[src/rtl/serial_sub_ctrl.sv]
// serial_sub_ctrl: bit-serial a - b, LSB first, one full-subtractor cell per clock.
// Operands enter on a valid/ready handshake; the result leaves on a valid/ready handshake.
module serial_sub_ctrl #(
    parameter int unsigned WIDTH = 16
) (
    input  logic             clk,
    input  logic             rst,
    input  logic             in_valid,
    output logic             in_ready,
    input  logic [WIDTH-1:0] a,
    input  logic [WIDTH-1:0] b,
    output logic             out_valid,
    input  logic             out_ready,
    output logic [WIDTH-1:0] diff,
    output logic             borrow_out,
    output logic             busy
);

    localparam int unsigned CNT_W = (WIDTH > 1) ? $clog2(WIDTH) : 1;

    localparam logic [1:0] S_IDLE = 2'd0;
    localparam logic [1:0] S_RUN  = 2'd1;
    localparam logic [1:0] S_DONE = 2'd2;

    logic [1:0]       r_state;
    logic [1:0]       w_state_nxt;
    logic [WIDTH-1:0] r_a_sh;
    logic [WIDTH-1:0] r_b_sh;
    logic [WIDTH-1:0] r_diff;
    logic             r_borrow;
    logic             r_borrow_out;
    logic [CNT_W-1:0] r_cnt;

    logic             w_d;
    logic             w_bo;
    logic             w_last;

    // Single 1-bit full-subtractor cell fed from the operand shift registers
    assign w_d    = r_a_sh[0] ^ r_b_sh[0] ^ r_borrow;
    assign w_bo   = (~r_a_sh[0] & r_borrow) | (~r_a_sh[0] & r_b_sh[0]) | (r_b_sh[0] & r_borrow);
    assign w_last = (r_cnt == CNT_W'(WIDTH - 1));

    // Next-state logic
    always_comb begin
        w_state_nxt = r_state;
        case (r_state)
            S_IDLE:  if (in_valid)  w_state_nxt = S_RUN;
            S_RUN:   if (w_last)    w_state_nxt = S_DONE;
            S_DONE:  if (out_ready) w_state_nxt = S_IDLE;
            default: w_state_nxt = S_IDLE;
        endcase
    end

    // State register
    always_ff @(posedge clk) begin
        if (rst) begin
            r_state <= S_IDLE;
        end else begin
            r_state <= w_state_nxt;
        end
    end

    // Operand load, serial shift and result capture
    always_ff @(posedge clk) begin
        if (rst) begin
            r_a_sh       <= '0;
            r_b_sh       <= '0;
            r_diff       <= '0;
            r_borrow     <= 1'b0;
            r_borrow_out <= 1'b0;
            r_cnt        <= '0;
        end else begin
            case (r_state)
                S_IDLE: begin
                    if (in_valid) begin
                        r_a_sh   <= a;
                        r_b_sh   <= b;
                        r_diff   <= '0;
                        r_borrow <= 1'b0;
                        r_cnt    <= '0;
                    end
                end
                S_RUN: begin
                    r_diff   <= {w_d, r_diff[WIDTH-1:1]};
                    r_a_sh   <= {1'b0, r_a_sh[WIDTH-1:1]};
                    r_b_sh   <= {1'b0, r_b_sh[WIDTH-1:1]};
                    r_borrow <= w_bo;
                    // Counter saturates at WIDTH-1 so it never wraps
                    if (w_last) begin
                        r_borrow_out <= w_bo;
                    end else begin
                        r_cnt <= r_cnt + CNT_W'(1);
                    end
                end
                default: begin
                end
            endcase
        end
    end

    assign in_ready   = (r_state == S_IDLE) & ~rst;
    assign out_valid  = (r_state == S_DONE);
    assign busy       = (r_state == S_RUN) | (r_state == S_DONE);
    assign diff       = r_diff;
    assign borrow_out = r_borrow_out;

endmodule
[config.mk]
export PLATFORM = sky130hd
export DESIGN_NAME = serial_sub_ctrl
export DESIGN_NICKNAME = d
export VERILOG_FILES = /design/src/rtl/serial_sub_ctrl.sv
export SDC_FILE = /design/constraint.sdc
export NUM_CORES = 1
export LEC_CHECK = 0
export ABC_AREA = 1
export BUFFER_PORTS_ARGS = -buffer_cell sky130_fd_sc_hd__buf_2
export CAP_MARGIN = 20
export CORE_UTILIZATION = 40
export CTS_BUF_LIST = sky130_fd_sc_hd__clkbuf_2 sky130_fd_sc_hd__clkbuf_4 sky130_fd_sc_hd__clkbuf_8
export DETAILED_ROUTE_END_ITERATION = 12
export MAX_ROUTING_LAYER = met4
export SETUP_SLACK_MARGIN = 0.05
export SLEW_MARGIN = 0
export SYNTH_ARGS = -nofsm -noshare
export SYNTH_HDL_FRONTEND = slang
export SYNTH_SLANG_ARGS = --single-unit
[constraint.sdc]
create_clock -name clk -period 1.6 [get_ports clk]
set_clock_uncertainty 0.15 [all_clocks]
set_input_delay 0.32 -clock clk [delete_from_list [all_inputs] [get_ports clk]]
set_output_delay 0.32 -clock clk [all_outputs]
set_load 0.05 [all_outputs]
==> key figures <==
Critical path
  – Cell with the most instances on the worst path: inv_2
  – Slowest stage delay, CP: 340 ps
  – Critical Path End Type: output port
  – Critical path's slowest cell: dfxtp_2
  – CP Max Fanout: 2
  – Worst R2R Setup Slack: 30 ps
  – Worst R2R End: r_cnt[1]
  – Critical path class: flop to output port
  – Worst Path Required: 1130 ps
  – Worst EP arrival: 1130 ps
  – Critical path's top delay family: flip-flops
  – Crit start category: flop
  – R2R depth: 7
  – Cell Chain, Critical Path: inv_2, ha_4, inv_2, nor2_4, buf_8
  – FF-to-FF Start: r_state[0]
  – Critical path buffer and inverter count: 3

Finish
  – Layout net count: 492
  – N_diodes: 0
  – Commonest non-fill, non-tap cell in the layout: nand2_1
  – Layout cells sized above 1: 28.16%
  – Area Overhead vs Synth: 32.34%
  – Most frequent cells in the layout: nand2_1 (139), nor2_1 (60), dfxtp_1 (54)

Run status
  – Failing checks: negative setup slack
  – Outcome: complete, but fails checks

Timing
  – Slew Viols, Final: 0
  – Max Freq: 623.2 MHz
  – Final hold vios: 0
  – Final setup fails: 1
  – RSZ-0062 raised after global routing: true
  – Measured slew at the worst slew-check pin: 310.5 ps
  – Hold_ws: 127.0 ps
  – Final worst path period need: 1605 ps
  – Slew margin rel.: 79.30%
  – Final period util: 100.3%
  – PnR worst setup slack: -4.728 ps

Floorplanning
  – Die H: 82.80 um
  – Initial Util: 41.36%
  – Die ar.: 6855 um^2
  – IO Pins: 56
  – Width of the die: 82.80 um
  – Core outline area: 6314 um^2
  – Core Rows: 29

Routing
  – Number of nets with antenna violations after routing: 0
  – Routed WL per cell: 11.92 um
  – Vias per cell: 4.741
  – Final Routed Wirelength: 6293 um
  – Vias: 2,503
  – DR iter-0 viols: 55
  – DRC viols: 0
  – Drt first pass iters: 4

Power and ir drop
  – Final Total Pwr: 0.006415 W
  – Clock share of power: 13.0%
  – Combinational share of power: 55.9%
  – Power per cell area: 1856 nW/um^2
  – Switching power: 0.002619 W
  – Flop pwr share: 31.1%
  – Sw frac: 40.83%
  – VDD IR max: 1392 uV
  – Power Internal: 0.003796 W
  – Leak pwr: 1.632 nW

Synthesis
  – Syn_area_per_cell: 6.836 um^2
  – Synthesis Warnings: 0
  – Seq cells post-synth: 56
  – Post-synthesis sequential area ratio: 42.93%
  – Netlist Area Pre-Place: 2611 um^2
  – Syn Nets: 424
  – Post-Synthesis Cells: 382
  – Post-synth cell types: 21

Worst hold path
  – Worst Hold Class: input port to flop
  – Hold wc startpoint: a[15]
  – Hold path cells: 3
  – Hold endpoint: r_a_sh[15]

Global routing
  – Vias in the first global route: 2,247
  – Initial antenna violation count: 0
  – Remaining global-route overflow: 0
  – First-pass GRT wire length: 10,150 um
  – Overall Global Routing Usage: 19.86%
  – Largest net degree at the start of global routing: 29

Placed design
  – GPL Wtd Cong: 0.8083
  – Buffers added on ports: 55
  – HPWL after detailed placement: 3870 um

Clock tree
  – TritonCTS sink count: 56
  – CTS buffer count: 5
  – Clock Path Buffers: 2
  – CTS Root Buffer Type: clkbuf_8
  – CTS tree: built
  – Number of H-tree levels: 2
  – Worst-Skew Late Latency: 310 ps
  – Hold buffers post-CTS: 0
  – Clock slew at reported path FFs: 90 ps

Flow run
  – Max-cap viol count: 0
[synth_stat cells]
library cell / n / share of area [%]
ha_1: 5 / 2.4
nand2_2: 1 / 0.24
buf_1: 1 / 0.14
nand3_1: 9 / 1.7
nor2_1: 67 / 9.6
clkbuf_1: 4 / 0.57
a21oi_4: 1 / 0.62
nand3b_1: 1 / 0.29
o21ai_1: 20 / 3.8
a21oi_2: 10 / 3.4
inv_1: 16 / 2.3
nand4_1: 2 / 0.48
fa_1: 1 / 0.77
a21oi_1: 14 / 2.7
buf_6: 5 / 2.2
inv_2: 2 / 0.29
o21ai_0: 13 / 2.5
buf_4: 4 / 1.2
buf_2: 8 / 1.5
dfxtp_1: 56 / 43
nand2_1: 142 / 20
[cells by family after synthesis]
kind of cell	Yosys count	synth area share, %
buf+inv	40	8.146
simple gates	222	32.77
compound gates	58	12.99
fa+ha+maj	6	3.162
flops	56	42.93
[power groups by stage]
stage / Sequential (W) / Clock [W] / Combinational (W)
after floorplan: 0.00199 / 0 / 0.00198
after global routing: 0.00205 / 0.000930 / 0.00396
final: 0.00200 / 0.000832 / 0.00359
after global placement: 0.00201 / 0 / 0.00267
after detailed placement: 0.00201 / 0 / 0.00270
after CTS: 0.00199 / 0.000860 / 0.00316
[repair_timing]
action | in CTS | in global routing
pin swaps | 6 | 4
endpoints found under the setup margin | 57 | 41
setup buffers | 6 | 2
cloned | 1 | 3
gates resized for setup | 29 | 25
[registers in the layout, summed over array words and instances (netlist names)]
| name | cells |
|---|---|
| r_a_sh | 16 |
| r_cnt | 4 |
| r_state | 2 |
| diff | 16 |
| r_b_sh | 16 |
| r_borrow | 1 |
| borrow_out | 1 |
[worst max-delay path by stage]
stage,start,end,depth (start not counted)
6_report,r_state[0],in_ready,5
5_1_grt,r_state[0],in_ready,5
4_1_cts,r_state[1],in_ready,5
3_5_place_dp,r_state[1],r_cnt[2],8
3_3_place_gp,r_state[1],borrow_out,6
2_1_floorplan,r_state[0],r_a_sh[0],9
[worst reg2reg max path, stage by stage, from the launching register on]
cell     delay [ps]
dfxtp_2         350
buf_4           130
ha_4            160
buf_6           110
nand4_1         240
nand2_1         180
nand2_1          80
a21oi_2         110
[per-layer routing]
| metal | vias to the layer above | share of wire (%) | GRT usage (%) |
|---|---|---|---|
| met5 | - | 0 | - |
| met4 | 0 | 0.76 | 5.172 |
| met3 | 5 | 3.4 | 3.060 |
| met2 | 44 | 47 | 31.56 |
| met1 | 1131 | 49 | 26.31 |
| li1 | 1323 | - | - |
[through the flow]
step	setup slack (ps)	cells	instance area, um^2	util, %	setup TNS [ps]
final	-4.728	528	3456	54.74	-4.728
after global routing	-76.44	528	3456	54.74	-535.2
after CTS	-24.85	523	3303	52.32	-24.85
after detailed placement	-52.51	509	3048	48.28	-334.1
after global placement	26.57	509	3048	48.28	0
after floorplan	63.66	382	2619	-	0
[cell type report]
class,count,area [um^2]
clock buffers,7,90.09
well taps,77,96.34
fillers,648,2858
repair buffers,83,694.4
clock inverters,1,7.507
flip-flops and latches,56,1124
multi-input cells,286,1361
inverters,18,82.58
(Power assumes the default switching activity.)
